===== config.mk =====
export PLATFORM = sky130hd
export DESIGN_NAME = dcache_line_bridge
export DESIGN_NICKNAME = d
export VERILOG_FILES = /design/src/rtl/dcache_line_bridge.sv
export SDC_FILE = /design/constraint.sdc
export NUM_CORES = 1
export LEC_CHECK = 0
export BUFFER_PORTS_ARGS = -buffer_cell sky130_fd_sc_hd__buf_4
export CORE_AREA = 2 2 290 292
export CTS_CLUSTER_DIAMETER = 60
export DETAILED_ROUTE_END_ITERATION = 16
export DIE_AREA = 0 0 292 294
export SLEW_MARGIN = 40
export SYNTH_ARGS = -nofsm -noshare
export SYNTH_HDL_FRONTEND = slang
export SYNTH_SLANG_ARGS = --single-unit

===== constraint.sdc =====
create_clock -name clk -period 4.7 [get_ports clk]
set_input_delay 0.705 -clock clk [delete_from_list [all_inputs] [get_ports clk]]
set_output_delay 0.705 -clock clk [all_outputs]
set_load 0.01 [all_outputs]

===== src/rtl/dcache_line_bridge.sv =====
// dcache_line_bridge
// Memory-side responder for the data cache refill/write-back port. Each
// 256-bit line request becomes one 8-beat, 32-bit AXI4 INCR burst. Only one
// transaction is in flight at a time.
module dcache_line_bridge #(
   parameter bit WRITE_FIRST = 1'b1
) (
   input  logic         clk,
   input  logic         reset,
   // dcache side
   input  logic         rd_req,
   input  logic [31:0]  rd_addr,
   output logic         rd_rdy,
   output logic         ret_valid,
   output logic [255:0] ret_data,
   input  logic         wr_req,
   input  logic [31:0]  wr_addr,
   input  logic [255:0] wr_data,
   output logic         wr_rdy,
   output logic         data_bvalid_o,
   // AXI read channels
   output logic [31:0]  araddr,
   output logic [7:0]   arlen,
   output logic         arvalid,
   input  logic         arready,
   input  logic [31:0]  rdata,
   input  logic         rlast,
   input  logic         rvalid,
   output logic         rready,
   // AXI write channels
   output logic [31:0]  awaddr,
   output logic [7:0]   awlen,
   output logic         awvalid,
   input  logic         awready,
   output logic [31:0]  wdata,
   output logic [3:0]   wstrb,
   output logic         wlast,
   output logic         wvalid,
   input  logic         wready,
   input  logic         bvalid,
   output logic         bready
);

   localparam logic [2:0] S_IDLE = 3'd0;
   localparam logic [2:0] S_AR   = 3'd1;
   localparam logic [2:0] S_R    = 3'd2;
   localparam logic [2:0] S_AW   = 3'd3;
   localparam logic [2:0] S_W    = 3'd4;
   localparam logic [2:0] S_B    = 3'd5;

   logic [2:0]   state;
   logic [31:0]  addr_q;
   logic [255:0] line_buf;
   logic [2:0]   cnt;
   logic         is_idle;
   logic         rd_acc;
   logic         wr_acc;
   logic         unused_addr_bits;

   // The low five address bits select a byte inside the line and are dropped.
   assign unused_addr_bits = ^{rd_addr[4:0], wr_addr[4:0]};

   // The ready terms are forced low while reset is held so that every output
   // reads zero during reset; the completion pulses block a same-cycle accept.
   assign is_idle = (state == S_IDLE);
   assign rd_rdy  = reset & is_idle & ~ret_valid & ~data_bvalid_o & ~(WRITE_FIRST & wr_req);
   assign wr_rdy  = reset & is_idle & ~ret_valid & ~data_bvalid_o & ~(~WRITE_FIRST & rd_req);
   assign rd_acc  = rd_req & rd_rdy;
   assign wr_acc  = wr_req & wr_rdy;

   // Address and write payload come straight from registers that only change
   // on accept or on an accepted beat, which keeps AXI payloads stable.
   assign araddr  = addr_q;
   assign awaddr  = addr_q;
   assign arlen   = 8'd7;
   assign awlen   = 8'd7;
   assign wstrb   = 4'hF;
   assign arvalid = (state == S_AR);
   assign rready  = (state == S_R);
   assign awvalid = (state == S_AW);
   assign wvalid  = (state == S_W);
   assign wlast   = (state == S_W) && (cnt == 3'd7);
   assign bready  = (state == S_B);
   assign wdata   = line_buf[{cnt, 5'd0} +: 32];

   // Control FSM: latches the request on accept and walks the AXI channels.
   always_ff @(posedge clk or negedge reset) begin
      if (!reset) begin
         state    <= S_IDLE;
         addr_q   <= '0;
         line_buf <= '0;
         cnt      <= '0;
      end else begin
         case (state)
            S_IDLE: begin
               if (wr_acc) begin
                  state    <= S_AW;
                  addr_q   <= {wr_addr[31:5], 5'd0};
                  line_buf <= wr_data;
                  cnt      <= '0;
               end else if (rd_acc) begin
                  state  <= S_AR;
                  addr_q <= {rd_addr[31:5], 5'd0};
                  cnt    <= '0;
               end
            end
            S_AR: begin
               if (arready) state <= S_R;
            end
            S_R: begin
               if (rvalid) begin
                  cnt <= cnt + 3'd1;
                  if (rlast) state <= S_IDLE;
               end
            end
            S_AW: begin
               if (awready) state <= S_W;
            end
            S_W: begin
               if (wready) begin
                  cnt <= cnt + 3'd1;
                  if (cnt == 3'd7) state <= S_B;
               end
            end
            S_B: begin
               if (bvalid) state <= S_IDLE;
            end
            default: state <= S_IDLE;
         endcase
      end
   end

   // Refill assembly and the one-cycle completion pulses; rlast closes the
   // line early and any words not received keep their previous contents.
   always_ff @(posedge clk or negedge reset) begin
      if (!reset) begin
         ret_data      <= '0;
         ret_valid     <= 1'b0;
         data_bvalid_o <= 1'b0;
      end else begin
         ret_valid     <= (state == S_R) && rvalid && rlast;
         data_bvalid_o <= (state == S_B) && bvalid;
         if ((state == S_R) && rvalid) begin
            ret_data[{cnt, 5'd0} +: 32] <= rdata;
         end
      end
   end

endmodule


==> results.ini <==
[status]
status=completed

[global_route]
grtUsageTotal_pct=16.3
grt_max_degree=139
grt_pass1_vias=16736
antenna_found_initial=6
grt_pass1_wl_um=107000
grt.overflow.total=0

[sta]
tightest_slew_ns=0.843
post-route-period-util_pct=74.7
max_freq_ghz=0.285
setup_ws_ns=1.19
report.final.slew_viol_count=0
finalSetupTns_ns=0
rsz0062_at_grt=false
slew_headroom_pct=43.8
setup_viol=0
hold_viol=0
finalCriticalPeriod_ns=3.51
fin_skew_ns=0.0268

[floorplanning]
dieHeight_um=294
die_area_um2=85800
start_util_pct=28.4
rows=106
io_pins=744
coreArea_um2=82900
die_x_um=292

[routing]
wl_per_cell_um=19.7
firstDrtPassIters=5
vias=16771
initialDrtViolationCount=843
viasPerCell=4.56
drcViolationCount=0
routed_wl_um=72300
ant_nets=0

[pwr]
power_frac_clock_pct=23.6
power.internal_mw=14.0
seqPwrFrac_pct=37.5
power_density_nw_per_um2=664
power.total_mw=21.0
power_frac_comb_pct=38.9
power_leakage_nw=15.3
irDropWorstVdd_uv=421
p_sw_share_pct=33.5
p_switching_mw=7.06

[clocking]
cts_buffers=66
clock_latency_ns=0.61
h-tree-depth=3
clkSinkCount=547
post_cts_resized=0
path_clk_slew_ns=0.06
tritoncts=yes
clk_path_buf_depth=3
post-cts-setup-buffer-count=0
ctsRootBufferMaster=clkbuf_16

[logic_synthesis]
synth_top_area_share_pct=58.2
synth-edff-count=0
async_reset_ff_share_pct=100
yosysTopAreaCell=dfrtp_1
ys_top_cells_by_area=dfrtp_1, mux2_2, mux4_2, nand2_1, o21ai_0
synth_mux_area_share_pct=22.8
synth_top_flop_cell=dfrtp_1
synth_top_family_by_area=multiplexers
synthSimpleGateAreaFrac_pct=8.09
netlist_area_um2=23500
ys_seq_area_share_pct=58.2
synth_xor_area_share_pct=0
synth_cell_types=45
synth_fa_ha_area_share_pct=0.373
syn_avg_cell_area_um2=12.3
ys_ff_latch=547
synthCells=1909
ys_warn_count=0
synth_compound_area_share_pct=5.10

[placement]
gp_congestion=0.771
hpwl_um=51000
portBuffers=703
dp_slack_ns=1.53

[setup_path]
cp-start-kind=flop
cp.arrival_ns=2.80
cp.required_ns=3.99
worstSetupPathType=reg2out
critPathLaunch=cnt[1]
cp_max_fo=44
timing.rr.start=cnt[1]
end_kind=output pin

[hold_path]
worstHoldStart=wr_data[193]
holdCritPathClass=in2reg

[layout]
drive_above_1_share_pct=47.1
nets=2924
area_growth_pct=34.9
nFillCells=8098

[job]
max_cap_violations=0

==> cell usage in the layout, fill, tap and decap left out, types with 5 or more instances in the layout <==
cell,n
buf_4,723
inv_1,67
o21ai_0,204
buf_12,6
clkinv_2,6
nand2_1,351
clkbuf_16,68
nand3_1,64
mux2_1,5
nor2_1,9
o21ai_1,16
mux2i_1,28
ha_1,7
mux4_2,64
clkbuf_1,18
conb_1,30
mux2_2,319
clkbuf_8,10
dfrtp_1,544
==> per-layer routing <==
layer	GRT usage, %	vias to the layer above	wire length (µm)
met3	6.42	121	6790
met4	4.94	10	1890
li1	-	7772	-
met2	26.6	587	34100
met1	19.9	8281	29400
met5	0	-	66
==> what timing repair did <==
item                                    in CTS  in global routing
endpoints found under the setup margin       0                  0
hold buffers                                 1                  0
hold endpoints to repair                    28                  0
==> worst max-delay path, stage by stage (launching register included) <==
cell and delay, ns:
dfrtp_4 0.71, buf_4 0.65, mux4_2 0.44, nand2_1 0.10
nand2_1 0.07, buf_4 0.15
==> synthesized netlist by cell type (2+ instances only) <==
master    count
and4b_1       2
conb_1        2
and2_1        3
nand4_1       3
mux2i_1      28
buf_4        61
inv_1        67
buf_1        12
nor2_1        9
mux2_2      319
nand2_1     351
dfrtp_1     547
clkbuf_1     49
mux2_1        5
o21ai_1      16
ha_1          7
a32oi_1       2
mux4_2       64
nor2b_1       2
o21ai_0     204
buf_2        60
nor3_1        4
nor3_2        2
nand3_1      66
o221ai_1      2
nor3b_1       3
==> worst paths after layout <==
| check | slack, ns | to | cells after the start |
|---|---|---|---|
| hold reg to reg | 0.48 | ret_data[167] | 2 |
| setup / recovery | 1.19 | wdata[29] | 5 |
| setup reg to reg | 1.59 | ret_data[198] | 7 |
| max in group asynchronous | 2.30 | ret_data[94] | 4 |
| min in group asynchronous | 0.56 | line_buf[211] | 2 |
| hold / removal | 0.31 | line_buf[193] | 2 |
==> registers in the layout, summed over array words and instances (netlist names) <==
register,flops
ret_valid,1
ret_data,256
cnt,3
data_bvalid_o,1
line_buf,256
araddr,27
state,3
==> cells by family after synthesis <==
logic type,after synthesis
adder cells (fa/ha/maj),7
buffers and inverters,251
AO/OA/AOI/OAI,232
other,2
AND/OR/NAND/NOR,454
flip-flops,547
multiplexers,416
==> stage by stage <==
step	hold WS, ns	utilization [%]	area [µm²]	cells
after floorplan	0.409	-	23600	1937
after global routing	0.289	38.3	31700	3679
after global placement	0.462	35.7	29600	3563
after CTS	0.266	38.2	31700	3676
final	0.313	38.3	31700	3680
after detailed placement	0.471	35.7	29600	3563
==> cell type report <==
| type | count | area (µm²) | share of cell area, % |
|---|---|---|---|
| antenna | 1 | 2.50 | 0.00789 |
| inverter | 68 | 255 | 0.805 |
| tap | 1080 | 1350 | 4.26 |
| sequential | 547 | 13700 | 43.2 |
| clock buffer | 96 | 1910 | 6.01 |
| timing repair buffer | 733 | 5610 | 17.7 |
| clock inverter | 16 | 181 | 0.572 |
| multi-input combinational | 1139 | 8710 | 27.5 |
==> power by group through the flow <==
stage	clock network [mW]	logic, mW	registers [mW]
3_5_place_dp	0	8.27	7.98
5_1_grt	5.33	8.91	8.14
4_1_cts	5.12	8.29	7.91
2_1_floorplan	0	4.62	7.95
6_report	4.97	8.19	7.90
3_3_place_gp	0	8.18	7.93
No activity file was read; power rests on OpenSTA's default activity.
